==> config.mk <==
export PLATFORM = sky130hd
export DESIGN_NAME = pc_unit
export DESIGN_NICKNAME = d
export VERILOG_FILES = /design/src/rtl/pc_unit.sv
export SDC_FILE = /design/constraint.sdc
export NUM_CORES = 1
export LEC_CHECK = 0
export CAP_MARGIN = 40
export CORE_UTILIZATION = 48
export DETAILED_ROUTE_END_ITERATION = 16
export PLACE_DENSITY = 0.94
export RECOVER_POWER = 50
export SYNTH_ARGS = -nofsm -noshare
export SYNTH_HDL_FRONTEND = slang
export SYNTH_SLANG_ARGS = --single-unit
==> constraint.sdc <==
create_clock -name clk -period 2.7 [get_ports clk]
set_clock_uncertainty 0.05 [all_clocks]
set_input_delay 0.405 -clock clk [delete_from_list [all_inputs] [get_ports clk]]
set_output_delay 0.405 -clock clk [all_outputs]
set_load 0.005 [all_outputs]
==> src/rtl/pc_unit.sv <==
// ---------------------------------------------------------------------------
// pc_unit -- program-counter unit for the 2A03 core.
//
// Holds the PC and performs increment, byte loads and relative branches. A
// branch that crosses a page costs one extra cycle (BR_FIX), as on a real
// 6502. A small sequencer fetches the reset/NMI/IRQ vector as two byte reads
// over a ready/ack handshake.
//
// Ports:
//   clk, rst      rising-edge clock, asynchronous active-high reset
//   inc           PC += 1
//   load_l/load_h load PC[7:0] from lo_in / PC[WIDTH-1:8] from hi_in
//   branch_req    PC += sign-extended branch_off
//   vec_req       start a vector fetch for vector vec_sel
//                 (0=NMI, 1=reset, 2/3=IRQ/BRK)
//   mem_data      vector byte, valid when mem_ack=1
//   vec_addr      address of the vector byte being read
//   vec_rd        vector read request
//   pc_out        current PC
//   busy          unit not idle; requests are ignored while set
//   page_cross    one-cycle pulse: the last branch crossed a page
//   vec_done      one-cycle pulse: vector fetch complete
//
// Request priority in IDLE: vec_req > branch_req > load_l/load_h > inc.
// Lower-priority requests in the same cycle are dropped.
// ---------------------------------------------------------------------------
module pc_unit #(
    parameter int          WIDTH    = 16,
    parameter logic [15:0] VEC_BASE = 16'hFFFA
) (
    input  logic             clk,
    input  logic             rst,
    input  logic             inc,
    input  logic             load_l,
    input  logic             load_h,
    input  logic [7:0]       lo_in,
    input  logic [WIDTH-9:0] hi_in,
    input  logic             branch_req,
    input  logic [7:0]       branch_off,
    input  logic             vec_req,
    input  logic [1:0]       vec_sel,
    input  logic [7:0]       mem_data,
    input  logic             mem_ack,
    output logic [WIDTH-1:0] vec_addr,
    output logic             vec_rd,
    output logic [WIDTH-1:0] pc_out,
    output logic             busy,
    output logic             page_cross,
    output logic             vec_done
);

    localparam int         HW        = WIDTH - 8;
    localparam logic [1:0] SEL_RESET = 2'd1;

    typedef enum logic [2:0] {
        RST_HOLD,
        VEC_LO,
        VEC_HI,
        IDLE,
        BR_FIX
    } state_t;

    state_t           state_q, state_d;
    logic [WIDTH-1:0] pc_q;
    logic [1:0]       sel_q;
    logic             br_neg_q;
    logic             page_cross_q;
    logic             vec_done_q;

    logic [8:0]       br_sum;
    logic             br_cross;
    logic [15:0]      vec_base_sel;

    // The 9th bit of the low-byte sum is the page carry. A positive offset
    // crosses when it carries; a negative offset (whose sign extension is
    // all ones in the high part) crosses when it does NOT carry.
    assign br_sum   = {1'b0, pc_q[7:0]} + {1'b0, branch_off};
    assign br_cross = branch_off[7] ? ~br_sum[8] : br_sum[8];

    always_comb begin
        unique case (sel_q)
            2'd0:    vec_base_sel = VEC_BASE;
            2'd1:    vec_base_sel = VEC_BASE + 16'd2;
            default: vec_base_sel = VEC_BASE + 16'd4;
        endcase
    end

    // ---------------- state register ----------------
    // NOTE: sequential state uses non-blocking (<=) assignments so every
    // flop samples its inputs from before the edge, independent of order.
    always_ff @(posedge clk or posedge rst) begin
        if (rst) state_q <= RST_HOLD;
        else     state_q <= state_d;
    end

    // ---------------- next-state logic ----------------
    // NOTE: state_d gets a default before the case so no path leaves it
    // unassigned, which would otherwise infer a latch.
    always_comb begin
        state_d = state_q;
        unique case (state_q)
            RST_HOLD: state_d = VEC_LO;
            VEC_LO:   if (mem_ack) state_d = VEC_HI;
            VEC_HI:   if (mem_ack) state_d = IDLE;
            IDLE: begin
                if (vec_req)                     state_d = VEC_LO;
                else if (branch_req && br_cross) state_d = BR_FIX;
            end
            BR_FIX:   state_d = IDLE;
            default:  state_d = RST_HOLD;
        endcase
    end

    // ---------------- output decode ----------------
    always_comb begin
        vec_rd   = 1'b0;
        busy     = (state_q != IDLE);
        vec_addr = '0;
        unique case (state_q)
            VEC_LO: begin
                vec_rd   = 1'b1;
                vec_addr = WIDTH'(vec_base_sel);
            end
            VEC_HI: begin
                vec_rd   = 1'b1;
                vec_addr = WIDTH'(vec_base_sel + 16'd1);
            end
            default: ;
        endcase
    end

    // ---------------- datapath ----------------
    always_ff @(posedge clk or posedge rst) begin
        if (rst) begin
            pc_q         <= '0;
            sel_q        <= SEL_RESET;
            br_neg_q     <= 1'b0;
            page_cross_q <= 1'b0;
            vec_done_q   <= 1'b0;
        end else begin
            page_cross_q <= 1'b0;
            vec_done_q   <= 1'b0;
            unique case (state_q)
                RST_HOLD: sel_q <= SEL_RESET;
                VEC_LO: begin
                    if (mem_ack) pc_q[7:0] <= mem_data;
                end
                VEC_HI: begin
                    if (mem_ack) begin
                        // Vector high byte is zero-extended: bits above 15 clear.
                        pc_q[WIDTH-1:8] <= HW'(mem_data);
                        vec_done_q      <= 1'b1;
                    end
                end
                IDLE: begin
                    if (vec_req) begin
                        sel_q <= vec_sel;
                    end else if (branch_req) begin
                        pc_q[7:0]    <= br_sum[7:0];
                        br_neg_q     <= branch_off[7];
                        page_cross_q <= br_cross;
                    end else if (load_l || load_h) begin
                        if (load_l) pc_q[7:0]       <= lo_in;
                        if (load_h) pc_q[WIDTH-1:8] <= hi_in;
                    end else if (inc) begin
                        pc_q <= pc_q + WIDTH'(1);
                    end
                end
                BR_FIX: begin
                    // Fix up the high part after the low byte already moved.
                    if (br_neg_q) pc_q[WIDTH-1:8] <= pc_q[WIDTH-1:8] - HW'(1);
                    else          pc_q[WIDTH-1:8] <= pc_q[WIDTH-1:8] + HW'(1);
                end
                default: ;
            endcase
        end
    end

    assign pc_out     = pc_q;
    assign page_cross = page_cross_q;
    assign vec_done   = vec_done_q;

endmodule

After elaboration in Yosys (flattened, before gate mapping):

Index checks and enable logic that the tools add are counted.

* register bits: 24
* output and inout port bits: 36
* input port bits: 42
* logic and storage cells: 70

* multiplexer cells: 27
* bitwise operators: 2
* reductions and logical operators: 13
* eq/ne operators: 16
* $add $sub $neg: 5

Operator list (number)
* two-way mux 16 bit: 3
* two-way mux 8 bit: 6
* adder 16 x 1 -> 16 bit, second input constant: 2
* one-hot mux 16 bit (2 select lines): 1
* one-hot mux 8 bit (3 select lines): 1
* one-hot mux 8 bit (2 select lines): 1
* one-hot mux 3 bit (5 select lines): 1
* two-way mux 3 bit: 4
* inequality test 2 bit, second input constant: 5
* adder 8 x 8 -> 9 bit: 1
* inequality test 3 bit, second input constant: 3
* adder 8 x 1 -> 8 bit, second input constant: 1
* inequality test 4 bit, second input constant: 2
* subtractor 8 x 1 -> 8 bit, second input constant: 1
* two-way mux 1 bit: 7
* == test 3 x 2 -> 1 bit, second input constant: 2
* one-hot mux 3 bit (2 select lines): 1
* AND reduction 3 bit: 2
* AND reduction 6 bit: 1
* AND reduction 5 bit: 1
* one-hot mux 2 bit (2 select lines): 1
* nonzero test 2 bit: 2
* == test 3 x 1 -> 1 bit, second input constant: 1
* == test 3 bit, second input constant: 1
* other kinds (11): 12

Longest topological paths before layout:

* depth in word-level cells: 7
* depth in mapped cells: 9
* gate-level depth less buffers: 9

Worst setup path before layout:

No wires, ideal clock.

* path type: reg-to-reg
* start: register pc_q[0], in the netlist pc_out[0]
* end: register state_q[0]
* stages on the path, launching flop included: 10
* buffers on the path: 0
* data required time: 2.559 ns
* setup time: 0.091 ns
* period minus slack after synthesis: 2.188 ns
* arrival: 2.047 ns
* path slack: 0.512 ns
* cells stage by stage: dfrtp_1 ha_1 inv_1 fa_1 nand2b_1 a21oi_1 o211a_1 or3_1 a311o_1 o221ai_1

* word-level cells in the longest chain between the ends: 6

RTL lines
* from (decl): RTL line 64 `logic [WIDTH-1:0] pc_q;`
* from (signal assigned): RTL line 146 `if (mem_ack) pc_q[7:0] <= mem_data;`
* from (signal, indexed assignment): RTL line 151 `pc_q[WIDTH-1:8] <= HW'(mem_data);`
* from (signal assigned): RTL line 159 `pc_q[7:0] <= br_sum[7:0];`
* adder 8 x 8 -> 9 bit *: RTL line 77 `assign br_sum = {1'b0, pc_q[7:0]} + {1'b0, branch_off};`
* inverter 1 bit: RTL line 78 `assign br_cross = branch_off[7] ? ~br_sum[8] : br_sum[8];`
* two-way mux 1 bit *: RTL line 78
* logical AND 1 bit *: RTL line 107 `else if (branch_req && br_cross) state_d = BR_FIX;`
* inequality test 3 bit (no line) *
* AND reduction 3 bit (no line) *
* to (signal assigned): RTL line 93 `else state_q <= state_d;`
* to (decl): RTL line 63 `state_t state_q, state_d;`

Every way passes the cells marked *; elsewhere a longest branch is shown, timed or not.
A chain may end at the register's enable or synchronous reset.

Worst setup path in the final report:

* start: input branch_off[0]
* end: register state_q[1]

* word-level cells in the longest chain between the ends: 6

RTL lines
* from (decl): RTL line 39 `input logic [7:0] branch_off,`
* adder 8 x 8 -> 9 bit *: RTL line 77
* inverter 1 bit: RTL line 78
* two-way mux 1 bit *: RTL line 78
* logical AND 1 bit *: RTL line 107
* inequality test 3 bit (no line) *
* AND reduction 3 bit (no line) *

Marked as above.

==> impl_metrics.py <==
metrics = {
    "run_status": {
        "status": "completed",
    },
    "floorplanning": {
        "die_x_um": 74.3,
        "die_area_um2": 5520,
        "boundaryPins": 78,
        "start_util_pct": 51.4,
        "rows": 25,
        "die_h_um": 74.3,
        "core_um2": 4880,
    },
    "timing": {
        "fmax_mhz": 389,
        "period_share_pct": 95.2,
        "relSlewSlack_pct": 7.14,
        "setup_violations": 0,
        "min_period_ns": 2.57,
        "rsz0062_at_grt": "no",
        "hold_slack_ns": 0.489,
        "timing_hold_violations_final": 0,
        "layout_setup_ws_ns": 0.128,
        "setup_tns_ns": 0,
        "tightest_slew_ns": 1.39,
        "slew_violations": 0,
    },
    "final_layout": {
        "fill_cells": 407,
        "post-route-util_pct": 69.2,
        "syn2layout_area_growth_pct": 34.6,
        "n_antenna_cell": 0,
        "drive_gt1_share_pct": 7.46,
        "final_area_um2": 3380,
        "nets": 449,
    },
    "yosys": {
        "synth_edf_count": 0,
        "ys_warn_count": 0,
        "synth.top_cells.by_area": "dfrtp_1 23%, ha_1 7.5%, nor2_1 5.2%",
        "yosysTopAreaCellShare_pct": 22.9,
        "netlist-cell-type-count": 64,
        "synth_flop_cell": "dfrtp_1",
        "yosys.cell_count.top_type": "nor2_1",
        "synth.ff_latch_count": 24,
        "syn_area_um2": 2510,
        "syn_inst": 321,
        "synth_area_leader_cell": "dfrtp_1",
        "syn_nets": 380,
        "syn_avg_cell_area_um2": 7.82,
        "async_flop_share_pct": 100,
        "synth_seq_area_share_pct": 24.0,
        "yosys-top-cells-count": "35 x nor2_1, 23 x dfrtp_1, 23 x nand2_1",
    },
    "route": {
        "met2WireLength_um": 3890,
        "ant_nets": 0,
        "first_iter_violations": 218,
        "remaining_drc_errors": 0,
        "vias": 2760,
        "route.met3.wl_um": 673,
        "wl_met1_um": 3190,
        "wl_per_cell_um": 17.4,
        "totalWireLength_um": 7950,
        "vias_per_cell": 6.05,
        "highest_layer": "met4",
        "firstDrtPassIters": 5,
    },
    "place": {
        "dp_hpwl_um": 5960,
        "placed_area_um2": 3320,
        "io_buffers": 77,
        "gp_congestion": 0.908,
        "dp_slack_ns": -0.0980,
    },
    "worst_setup_path": {
        "cp-end-kind": "register",
        "crit_type": "in2reg",
        "required_ns": 2.85,
        "critPathArrivalTime_ns": 2.72,
        "critPathMaxFanout": 3,
        "start_kind": "primary input",
    },
    "power": {
        "p_per_area_nw_per_um2": 1150,
        "ir_worst_vdd_mv": 0.602,
        "p_leak_nw": 1.41,
    },
    "grt": {
        "antenna_found_initial": 0,
        "grt_pass1_wl_um": 13100,
        "grt_pass1_vias": 2722,
        "grt-ovfl-total": 0,
        "track_usage_pct": 31.1,
        "grt_max_degree": 25,
    },
    "cts": {
        "root_buffer": "clkbuf_8",
        "cts_resized": 0,
        "clk_latency_ns": 0.27,
        "h-tree-depth": 1,
        "cts_tree": "built",
        "clk_pin_slew_ns": 0.09,
        "ctsHoldBuffers": 0,
        "cts_buffer_depth": 2,
        "numCtsBuffers": 3,
        "post_cts_buffers": 0,
        "cts.sinks": 24,
    },
    "job": {
        "drv_cap": 0,
    },
    "min_path": {
        "hp-class": "reg2reg",
    },
}
-- routing by layer --
| metal | global-route usage (%) | vias to the layer above |
|---|---|---|
| li1 | - | 1291 |
| met1 | 39.1 | 1270 |
| met2 | 51.9 | 176 |
| met3 | 6.10 | 23 |
| met4 | 13.6 | 0 |
| met5 | 0 | - |
-- through the flow --
stage / std cells / power, mW
floorplan: 321 / 2.57
detailed placement: 452 / 3.56
CTS: 456 / 3.91
global placement: 452 / 3.46
global route: 456 / 4.22
finish: 456 / 3.89
-- worst paths after layout --
| path | start | to | slack [ns] | cells after the start |
|---|---|---|---|---|
| setup / recovery | branch_off[0] | state_q[1] | 0.13 | 10 |
| hold / removal | sel_q[1] | sel_q[1] | 0.49 | 1 |
| setup reg to reg | pc_out[3] | state_q[1] | 0.29 | 7 |
| hold reg to reg | sel_q[1] | sel_q[1] | 0.49 | 1 |
| max in group asynchronous | rst | state_q[1] | 0.80 | 3 |
| min in group asynchronous | rst | vec_done | 0.98 | 3 |
-- cell type report --
cell class	instances	area (µm²)	area share, %
multi-input combinational	253	1690	49.9
timing repair buffer	94	883	26.1
sequential	24	602	17.8
tap	67	83.8	2.48
inverter	14	52.6	1.56
clock buffer	3	41.3	1.22
clock inverter	1	30.0	0.889
-- critical path: stages --
cell and delay [ns]:
clkdlybuf4s50_1 0.46, ha_1 0.18, inv_1 0.06, fa_1 0.39, nand2b_1 0.18, a21oi_1 0.24
o211a_1 0.21, o21ai_0 0.13, a311o_1 0.38, o211ai_2 0.09
-- sequential cells by signal, summed over array words and instances, names as in the netlist --
register,flops
br_neg_q,1
state_q,3
vec_done,1
page_cross,1
sel_q,2
pc_out,16
-- layout by cell type (no fill, tap or decap), drive strengths merged, types with 2 or more instances in the layout --
master	Yosys	routed
nand4	3	3
nor3	5	5
a211oi	12	12
ha	15	15
or3	3	3
a21oi	18	18
nand2	23	23
o211ai	5	5
dlygate4sd3	0	15
inv	14	14
nand3b	2	2
dfrtp	23	23
and3	7	7
and3b	2	2
clkdlybuf4s50	0	62
xnor2	12	12
a31oi	8	8
and2	2	2
or2	2	2
nor2b	2	2
nand3	12	12
nand2b	8	8
fa	2	2
a221o	2	2
xor2	8	8
o22ai	6	6
mux2	3	3
a21o	3	3
o21bai	2	2
buf	18	13
clkbuf	12	7
a22oi	2	2
nor2	36	36
o21ai	21	21
a221oi	2	2
o31ai	3	3
o21a	2	2
mux2i	2	2
-- cells by family (layout without fill, tap and decap cells) --
kind of cell	count (synthesis)	in the layout	share of synthesized area, %
and+or+nand+nor	114	114	23.2
DFF	24	24	24.0
buffers and inverters	44	112	8.87
adders and majority gates	17	17	9.07
muxes	5	5	2.14
xor gates and xnor gates	20	20	6.98
AOI/OAI and AO/OA	97	97	25.8
-- power by group --
group	switching, mW	total [mW]	internal, mW
Combinational	1.28	2.77	1.48
Sequential	0.281	0.795	0.514
Clock	0.131	0.329	0.199
Total	1.69	3.89	2.20
(Power assumes the default switching activity.)
